**src/rtl/alu_rr_scheduler_if.sv**
```systemverilog
// Bundles the requester, response and ALU-side signals of the shared-ALU scheduler.
// The scheduler uses the slave modport; requesters, consumer and ALU together form the master.
interface alu_rr_scheduler_if #(
    parameter int NUM_REQ = 4,
    parameter int DATA_W  = 4,
    parameter int OP_W    = 3,
    parameter int ID_W    = 2
);
    logic [NUM_REQ-1:0]        req_valid;
    logic [NUM_REQ-1:0]        req_ready;
    logic [NUM_REQ*DATA_W-1:0] req_a;
    logic [NUM_REQ*DATA_W-1:0] req_b;
    logic [NUM_REQ*OP_W-1:0]   req_sel;

    logic                      rsp_valid;
    logic                      rsp_ready;
    logic [ID_W-1:0]           rsp_id;
    logic [DATA_W-1:0]         rsp_result;
    logic                      rsp_carry;
    logic                      rsp_zero;
    logic                      rsp_err;

    logic [DATA_W-1:0]         alu_a;
    logic [DATA_W-1:0]         alu_b;
    logic [OP_W-1:0]           alu_sel;
    logic [DATA_W-1:0]         alu_result;
    logic                      alu_carry_out;
    logic                      alu_zero;

    modport master (
        output req_valid, req_a, req_b, req_sel, rsp_ready,
               alu_result, alu_carry_out, alu_zero,
        input  req_ready, rsp_valid, rsp_id, rsp_result, rsp_carry, rsp_zero, rsp_err,
               alu_a, alu_b, alu_sel
    );

    modport slave (
        input  req_valid, req_a, req_b, req_sel, rsp_ready,
               alu_result, alu_carry_out, alu_zero,
        output req_ready, rsp_valid, rsp_id, rsp_result, rsp_carry, rsp_zero, rsp_err,
               alu_a, alu_b, alu_sel
    );
endinterface

```
**src/rtl/alu_rr_scheduler.sv**
```systemverilog
// Round-robin scheduler sharing one combinational ALU; IDLE(grant) -> EXEC(capture) -> RESP(handshake).
// Optional ALU_OP_CHECK_EN: opcodes above NOT bypass the ALU and return an error response.
module alu_rr_scheduler #(
    parameter int NUM_REQ = 4,
    parameter int DATA_W  = 4,
    parameter int OP_W    = 3,
    parameter int ID_W    = 2
) (
    input logic               clk,
    input logic               rst_n,
    alu_rr_scheduler_if.slave bus
);
    localparam int PTR_W = (NUM_REQ > 1) ? $clog2(NUM_REQ) : 1;

    typedef enum logic [1:0] {S_IDLE, S_EXEC, S_RESP} state_e;

    state_e             state_q, state_d;
    logic [PTR_W-1:0]   ptr_q, ptr_d;
    logic [NUM_REQ-1:0] req_ready_q, req_ready_d;
    logic [DATA_W-1:0]  alu_a_q, alu_a_d;
    logic [DATA_W-1:0]  alu_b_q, alu_b_d;
    logic [OP_W-1:0]    alu_sel_q, alu_sel_d;
    logic               err_pend_q, err_pend_d;
    logic               rsp_valid_q, rsp_valid_d;
    logic [ID_W-1:0]    rsp_id_q, rsp_id_d;
    logic [DATA_W-1:0]  rsp_result_q, rsp_result_d;
    logic               rsp_carry_q, rsp_carry_d;
    logic               rsp_zero_q, rsp_zero_d;
    logic               rsp_err_q, rsp_err_d;

    logic               gnt_vld;
    logic [PTR_W-1:0]   gnt_idx;
    logic [DATA_W-1:0]  gnt_a;
    logic [DATA_W-1:0]  gnt_b;
    logic [OP_W-1:0]    gnt_sel;
    logic               op_ill;

    // Scan downwards so the requester closest to ptr (smallest offset) wins last.
    always_comb begin
        gnt_vld = 1'b0;
        gnt_idx = '0;
        for (int k = NUM_REQ - 1; k >= 0; k--) begin
            if (bus.req_valid[(int'(ptr_q) + k) % NUM_REQ]) begin
                gnt_vld = 1'b1;
                gnt_idx = PTR_W'((int'(ptr_q) + k) % NUM_REQ);
            end
        end
    end

    assign gnt_a   = bus.req_a[int'(gnt_idx)*DATA_W +: DATA_W];
    assign gnt_b   = bus.req_b[int'(gnt_idx)*DATA_W +: DATA_W];
    assign gnt_sel = bus.req_sel[int'(gnt_idx)*OP_W +: OP_W];

`ifdef ALU_OP_CHECK_EN
    assign op_ill = (gnt_sel > OP_W'(4));
`else
    assign op_ill = 1'b0;
`endif

    always_comb begin
        state_d      = state_q;
        ptr_d        = ptr_q;
        req_ready_d  = '0;
        alu_a_d      = alu_a_q;
        alu_b_d      = alu_b_q;
        alu_sel_d    = alu_sel_q;
        err_pend_d   = err_pend_q;
        rsp_valid_d  = rsp_valid_q;
        rsp_id_d     = rsp_id_q;
        rsp_result_d = rsp_result_q;
        rsp_carry_d  = rsp_carry_q;
        rsp_zero_d   = rsp_zero_q;
        rsp_err_d    = rsp_err_q;
        case (state_q)
            S_IDLE: begin
                if (gnt_vld) begin
                    req_ready_d[gnt_idx] = 1'b1;
                    rsp_id_d             = ID_W'(gnt_idx);
                    ptr_d                = (gnt_idx == PTR_W'(NUM_REQ - 1)) ? '0 : gnt_idx + 1'b1;
                    err_pend_d           = op_ill;
                    if (!op_ill) begin
                        alu_a_d   = gnt_a;
                        alu_b_d   = gnt_b;
                        alu_sel_d = gnt_sel;
                    end
                    state_d = S_EXEC;
                end
            end
            S_EXEC: begin
                if (err_pend_q) begin
                    rsp_result_d = '0;
                    rsp_carry_d  = 1'b0;
                    rsp_zero_d   = 1'b1;
                    rsp_err_d    = 1'b1;
                end else begin
                    rsp_result_d = bus.alu_result;
                    rsp_carry_d  = bus.alu_carry_out;
                    rsp_zero_d   = bus.alu_zero;
                    rsp_err_d    = 1'b0;
                end
                rsp_valid_d = 1'b1;
                state_d     = S_RESP;
            end
            S_RESP: begin
                if (bus.rsp_ready) begin
                    rsp_valid_d = 1'b0;
                    state_d     = S_IDLE;
                end
            end
            default: state_d = S_IDLE;
        endcase
    end

    always_ff @(posedge clk) begin
        if (!rst_n) begin
            state_q      <= S_IDLE;
            ptr_q        <= '0;
            req_ready_q  <= '0;
            alu_a_q      <= '0;
            alu_b_q      <= '0;
            alu_sel_q    <= '0;
            err_pend_q   <= 1'b0;
            rsp_valid_q  <= 1'b0;
            rsp_id_q     <= '0;
            rsp_result_q <= '0;
            rsp_carry_q  <= 1'b0;
            rsp_zero_q   <= 1'b0;
            rsp_err_q    <= 1'b0;
        end else begin
            state_q      <= state_d;
            ptr_q        <= ptr_d;
            req_ready_q  <= req_ready_d;
            alu_a_q      <= alu_a_d;
            alu_b_q      <= alu_b_d;
            alu_sel_q    <= alu_sel_d;
            err_pend_q   <= err_pend_d;
            rsp_valid_q  <= rsp_valid_d;
            rsp_id_q     <= rsp_id_d;
            rsp_result_q <= rsp_result_d;
            rsp_carry_q  <= rsp_carry_d;
            rsp_zero_q   <= rsp_zero_d;
            rsp_err_q    <= rsp_err_d;
        end
    end

    assign bus.req_ready  = req_ready_q;
    assign bus.alu_a      = alu_a_q;
    assign bus.alu_b      = alu_b_q;
    assign bus.alu_sel    = alu_sel_q;
    assign bus.rsp_valid  = rsp_valid_q;
    assign bus.rsp_id     = rsp_id_q;
    assign bus.rsp_result = rsp_result_q;
    assign bus.rsp_carry  = rsp_carry_q;
    assign bus.rsp_zero   = rsp_zero_q;
    assign bus.rsp_err    = rsp_err_q;
endmodule

```
**src/flat_wrapper.sv**
```systemverilog
// flat-port wrapper written by rule: the top's interface ports become plain ports
module alu_rr_scheduler_flat 
#(
    parameter int NUM_REQ = 4,
    parameter int DATA_W  = 4,
    parameter int OP_W    = 3,
    parameter int ID_W    = 2
)
  (clk, rst_n, bus_req_valid, bus_req_a, bus_req_b, bus_req_sel, bus_rsp_ready, bus_alu_result, bus_alu_carry_out, bus_alu_zero, bus_req_ready, bus_rsp_valid, bus_rsp_id, bus_rsp_result, bus_rsp_carry, bus_rsp_zero, bus_rsp_err, bus_alu_a, bus_alu_b, bus_alu_sel);
  alu_rr_scheduler_if #(.NUM_REQ(NUM_REQ), .DATA_W(DATA_W), .OP_W(OP_W), .ID_W(ID_W)) bus_i ();
  input logic clk;
  input logic rst_n;
  input wire logic [$bits(bus_i.req_valid)-1:0] bus_req_valid;
  input wire logic [$bits(bus_i.req_a)-1:0] bus_req_a;
  input wire logic [$bits(bus_i.req_b)-1:0] bus_req_b;
  input wire logic [$bits(bus_i.req_sel)-1:0] bus_req_sel;
  input wire logic [$bits(bus_i.rsp_ready)-1:0] bus_rsp_ready;
  input wire logic [$bits(bus_i.alu_result)-1:0] bus_alu_result;
  input wire logic [$bits(bus_i.alu_carry_out)-1:0] bus_alu_carry_out;
  input wire logic [$bits(bus_i.alu_zero)-1:0] bus_alu_zero;
  output wire logic [$bits(bus_i.req_ready)-1:0] bus_req_ready;
  output wire logic [$bits(bus_i.rsp_valid)-1:0] bus_rsp_valid;
  output wire logic [$bits(bus_i.rsp_id)-1:0] bus_rsp_id;
  output wire logic [$bits(bus_i.rsp_result)-1:0] bus_rsp_result;
  output wire logic [$bits(bus_i.rsp_carry)-1:0] bus_rsp_carry;
  output wire logic [$bits(bus_i.rsp_zero)-1:0] bus_rsp_zero;
  output wire logic [$bits(bus_i.rsp_err)-1:0] bus_rsp_err;
  output wire logic [$bits(bus_i.alu_a)-1:0] bus_alu_a;
  output wire logic [$bits(bus_i.alu_b)-1:0] bus_alu_b;
  output wire logic [$bits(bus_i.alu_sel)-1:0] bus_alu_sel;
  assign bus_i.req_valid = bus_req_valid;
  assign bus_i.req_a = bus_req_a;
  assign bus_i.req_b = bus_req_b;
  assign bus_i.req_sel = bus_req_sel;
  assign bus_i.rsp_ready = bus_rsp_ready;
  assign bus_i.alu_result = bus_alu_result;
  assign bus_i.alu_carry_out = bus_alu_carry_out;
  assign bus_i.alu_zero = bus_alu_zero;
  assign bus_req_ready = bus_i.req_ready;
  assign bus_rsp_valid = bus_i.rsp_valid;
  assign bus_rsp_id = bus_i.rsp_id;
  assign bus_rsp_result = bus_i.rsp_result;
  assign bus_rsp_carry = bus_i.rsp_carry;
  assign bus_rsp_zero = bus_i.rsp_zero;
  assign bus_rsp_err = bus_i.rsp_err;
  assign bus_alu_a = bus_i.alu_a;
  assign bus_alu_b = bus_i.alu_b;
  assign bus_alu_sel = bus_i.alu_sel;
  alu_rr_scheduler #(.NUM_REQ(NUM_REQ), .DATA_W(DATA_W), .OP_W(OP_W), .ID_W(ID_W)) u_core (.clk(clk), .rst_n(rst_n), .bus(bus_i));
endmodule
```
**config.mk**
```make
export PLATFORM = sky130hd
export DESIGN_NAME = alu_rr_scheduler_flat
export DESIGN_NICKNAME = d
export VERILOG_FILES = /design/src/rtl/alu_rr_scheduler_if.sv /design/src/rtl/alu_rr_scheduler.sv /design/src/flat_wrapper.sv
export SDC_FILE = /design/constraint.sdc
export NUM_CORES = 1
export LEC_CHECK = 0
export CORE_MARGIN = 3
export CORE_UTILIZATION = 38
export DETAILED_ROUTE_END_ITERATION = 7
export GPL_TIMING_DRIVEN = 0
export PLACE_DENSITY_LB_ADDON = 0.25
export SETUP_SLACK_MARGIN = 0.3
export SLEW_MARGIN = 40
export SYNTH_ARGS = -nofsm -noshare
export SYNTH_HDL_FRONTEND = slang
export SYNTH_SLANG_ARGS = --single-unit
```
**constraint.sdc**
```tcl
create_clock -name clk -period 2.2 [get_ports clk]
set_input_delay 0.33 -clock clk [delete_from_list [all_inputs] [get_ports clk]]
set_output_delay 0.33 -clock clk [all_outputs]
set_load 0.02 [all_outputs]
```
==> flow_summary.json <==
{
  "cp.arrival_ns": 1.89,
  "ys_ff_latch": 28,
  "die_h_um": 68.4,
  "crit_path_max_incr_delay_ns": 0.41,
  "vias": 1396,
  "cp_slowest_cell": "dfxtp_1",
  "io_buffer_count": 80,
  "wl_per_cell_um": 12.4,
  "dp.cells": 291,
  "synth_cell_types": 31,
  "drc_errors": 0,
  "cts_buffers": 3,
  "clkLatencyLatePin_ns": 0.27,
  "combPwrFrac_pct": 41.7,
  "hold_viol_final": 0,
  "setup_viol": 0,
  "row_count": 22,
  "layout_min_cycle_time_ns": 1.72,
  "synth_fp_nets": 222,
  "powerDensity_nw_per_um2": 654,
  "drv_cap": 0,
  "diodes": 0,
  "yosysWarnings": 0,
  "htree_num_levels": 1,
  "dr.pass1.iters": 4,
  "hpwl_mm": 3.10,
  "syn_to_final_growth_pct": 65.0,
  "dieArea_um2": 4670,
  "grt_pass1_wl_mm": 5.65,
  "avgSynthCellArea_um2": 9.07,
  "cts_tree": "done",
  "cts_hold_buffers": 0,
  "startpoint_type": "register",
  "final_layout_size_suffix_gt1_share_pct": 9.68,
  "slew_headroom_pct": 66.4,
  "dieWidth_um": 68.4,
  "endpoint_kind": "register",
  "initial_core_util_pct": 39.8,
  "fin_cells": 296,
  "drtAntennaViolNets": 0,
  "grt_start_max_net_pins": 16,
  "worstSetupPathType": "reg2reg",
  "nFillCells": 329,
  "power.switching_uw": 492,
  "finalCritPeriodShare_pct": 78.4,
  "globalplace.congestion": 0.754,
  "grt_pass1_vias": 1278,
  "overflow": 0,
  "clock_skew_ns": 0.00281,
  "yosysTopAreaCellShare_pct": 37.9,
  "status": "finished, final reports clean",
  "p_sw_share_pct": 30.9,
  "crit_path_cell_trace": "nand2_1 > a211o_1 > and2_1 > buf_6 > buf_8 > ha_1 > nand2_1 > o211a_1",
  "final_cell_mix": "76 x clkdlybuf4s50_1, 28 x dfxtp_1, 19 x mux2i_1, 13 x nand2_1, 12 x and3_1",
  "cp.required_ns": 2.37,
  "leakagePower_uw": 0.00102,
  "root_buffer": "clkbuf_8",
  "clkPwrFrac_pct": 19.4,
  "layout_setup_ws_ns": 0.475,
  "grtUsageTotal_pct": 15.9,
  "synth_largest_area_cell": "dfxtp_1",
  "rsz0062_at_grt": "false",
  "routed_via_density": 4.72,
  "ir_drop_v": 0.000292,
  "antenna_found_initial": 0,
  "synthCells": 163,
  "crit_fanout": 10,
  "seqPwrFrac_pct": 38.9,
  "placeableCoreArea_um2": 3720,
  "routed_wl_mm": 3.67,
  "drv_slew": 0,
  "fmax_mhz": 580,
  "clkSinkCount": 28,
  "first_iter_violations": 52,
  "ys_seq_area_share_pct": 37.9,
  "ctsLongestPathBuffers": 2,
  "tightest_slew_ns": 0.504,
  "cpMostUsedCell": "nand2_1",
  "num_io_pins": 82,
  "nets": 308,
  "synth_area_um2": 1480,
  "mostFrequentLayoutCell": "clkdlybuf4s50_1",
  "p_int_uw": 1100,
  "finalSetupTns_ns": 0,
  "hp-class": "reg2reg",
  "cts.reportedPaths.clkPinSlew_ns": 0.09,
  "place_ws_ns": -0.125,
  "synth_area_leaders": "dfxtp_1 38%, mux2i_1 13%, a21boi_0 5.6%"
}
final cells by class:
| class | instances | area [um^2] | share of cell area [%] |
|---|---|---|---|
| plain buffers | 14 | 103 | 4.21 |
| repair buffers | 81 | 815 | 33.4 |
| inverters | 4 | 15.0 | 0.616 |
| clock buffers | 4 | 55.1 | 2.26 |
| well taps | 48 | 60.1 | 2.46 |
| multi-input cells | 117 | 831 | 34.1 |
| flip-flops and latches | 28 | 561 | 23.0 |
registers in the layout, summed over array words and instances, names as in the netlist:
signal / cells
u_core.bus.alu_b: 4
u_core.ptr_q: 2
u_core.bus.req_ready: 4
u_core.bus.rsp_zero: 1
u_core.bus.rsp_id: 2
u_core.bus.rsp_carry: 1
u_core.bus.alu_sel: 3
u_core.bus.rsp_result: 4
u_core.state_q: 2
u_core.bus.rsp_valid: 1
u_core.bus.alu_a: 4
cell families (layout without fill, tap and decap cells):
logic type | count (synthesis) | count (layout) | synth area share [%]
AO/OA/AOI/OAI | 43 | 43 | 20.5
other | 1 | 1 | 0.254
AND/OR/NAND/NOR | 52 | 52 | 20.2
buffers and inverters | 18 | 103 | 6.60
multiplexers | 19 | 19 | 12.9
flip-flops | 28 | 28 | 37.9
adder cells (fa/ha/maj) | 2 | 2 | 1.69
power by group through the flow:
stage / clock, uW / combinational (uW) / sequential, uW
floorplan: 0 / 283 / 706
detailed placement: 0 / 649 / 633
finish: 309 / 664 / 621
global placement: 0 / 642 / 629
global route: 336 / 721 / 631
CTS: 318 / 667 / 621
worst max-delay path, delay by kind of cell, from the launching register on:
kind / cells / cell delay (ns)
flops: 1 / 0.41
compound gates: 2 / 0.38
buf+inv: 2 / 0.29
simple gates: 3 / 0.28
fa+ha+maj: 1 / 0.27
metrics by stage:
stage / util [%] / hold WS (ns) / cell area [um^2] / total power [uW]
3_3_place_gp: 62.9 / 0.457 / 2340 / 1270
6_report: 65.6 / 0.480 / 2440 / 1590
4_1_cts: 65.0 / 0.482 / 2420 / 1610
3_5_place_dp: 62.9 / 0.466 / 2340 / 1280
5_1_grt: 65.6 / 0.502 / 2440 / 1690
2_1_floorplan: - / 0.458 / 1480 / 990
layer usage:
layer  global-route usage [%]  up-vias  share of wire, %
met1                     19.7      608                44
met5                        0        -                 0
met3                     3.78        2               7.3
li1                         -      739                 -
met2                     26.5       47                48
met4                     5.96        0              0.79
cell usage after synthesis:
cell type,n
a211o_1,1
a21boi_0,11
a21oi_1,1
a31oi_1,1
and2_1,3
and2_4,1
and3_1,12
buf_2,3
buf_4,1
buf_6,3
clkbuf_1,7
conb_1,1
dfxtp_1,28
ha_1,2
inv_1,4
mux2i_1,19
nand2_1,14
nand3_1,1
nand3b_1,1
nor2_1,3
nor2b_1,13
nor2b_4,1
nor3_1,1
nor3b_1,1
o211a_1,2
o211ai_1,9
o211ai_2,2
o21a_1,1
o21ai_0,13
o21bai_1,2
or4_4,1
timing repair:
| item | in CTS | in global routing |
|---|---|---|
| endpoints found under the setup margin | 12 | 13 |
| gates resized for setup | 10 | 14 |
| buffers inserted | 1 | 0 |
| pin swaps | 1 | 0 |
worst paths after layout:
kind	startpoint	depth (start not counted)	end	slack, ns
min reg2reg	u_core.bus.alu_b[1]	2	u_core.bus.alu_b[1]	0.48
max	u_core.ptr_q[1]	8	u_core.ptr_q[1]	0.48
max reg2reg	u_core.ptr_q[1]	8	u_core.ptr_q[1]	0.48
min	u_core.bus.alu_b[1]	2	u_core.bus.alu_b[1]	0.48
Note: power is estimated with default switching activity, not from simulation.
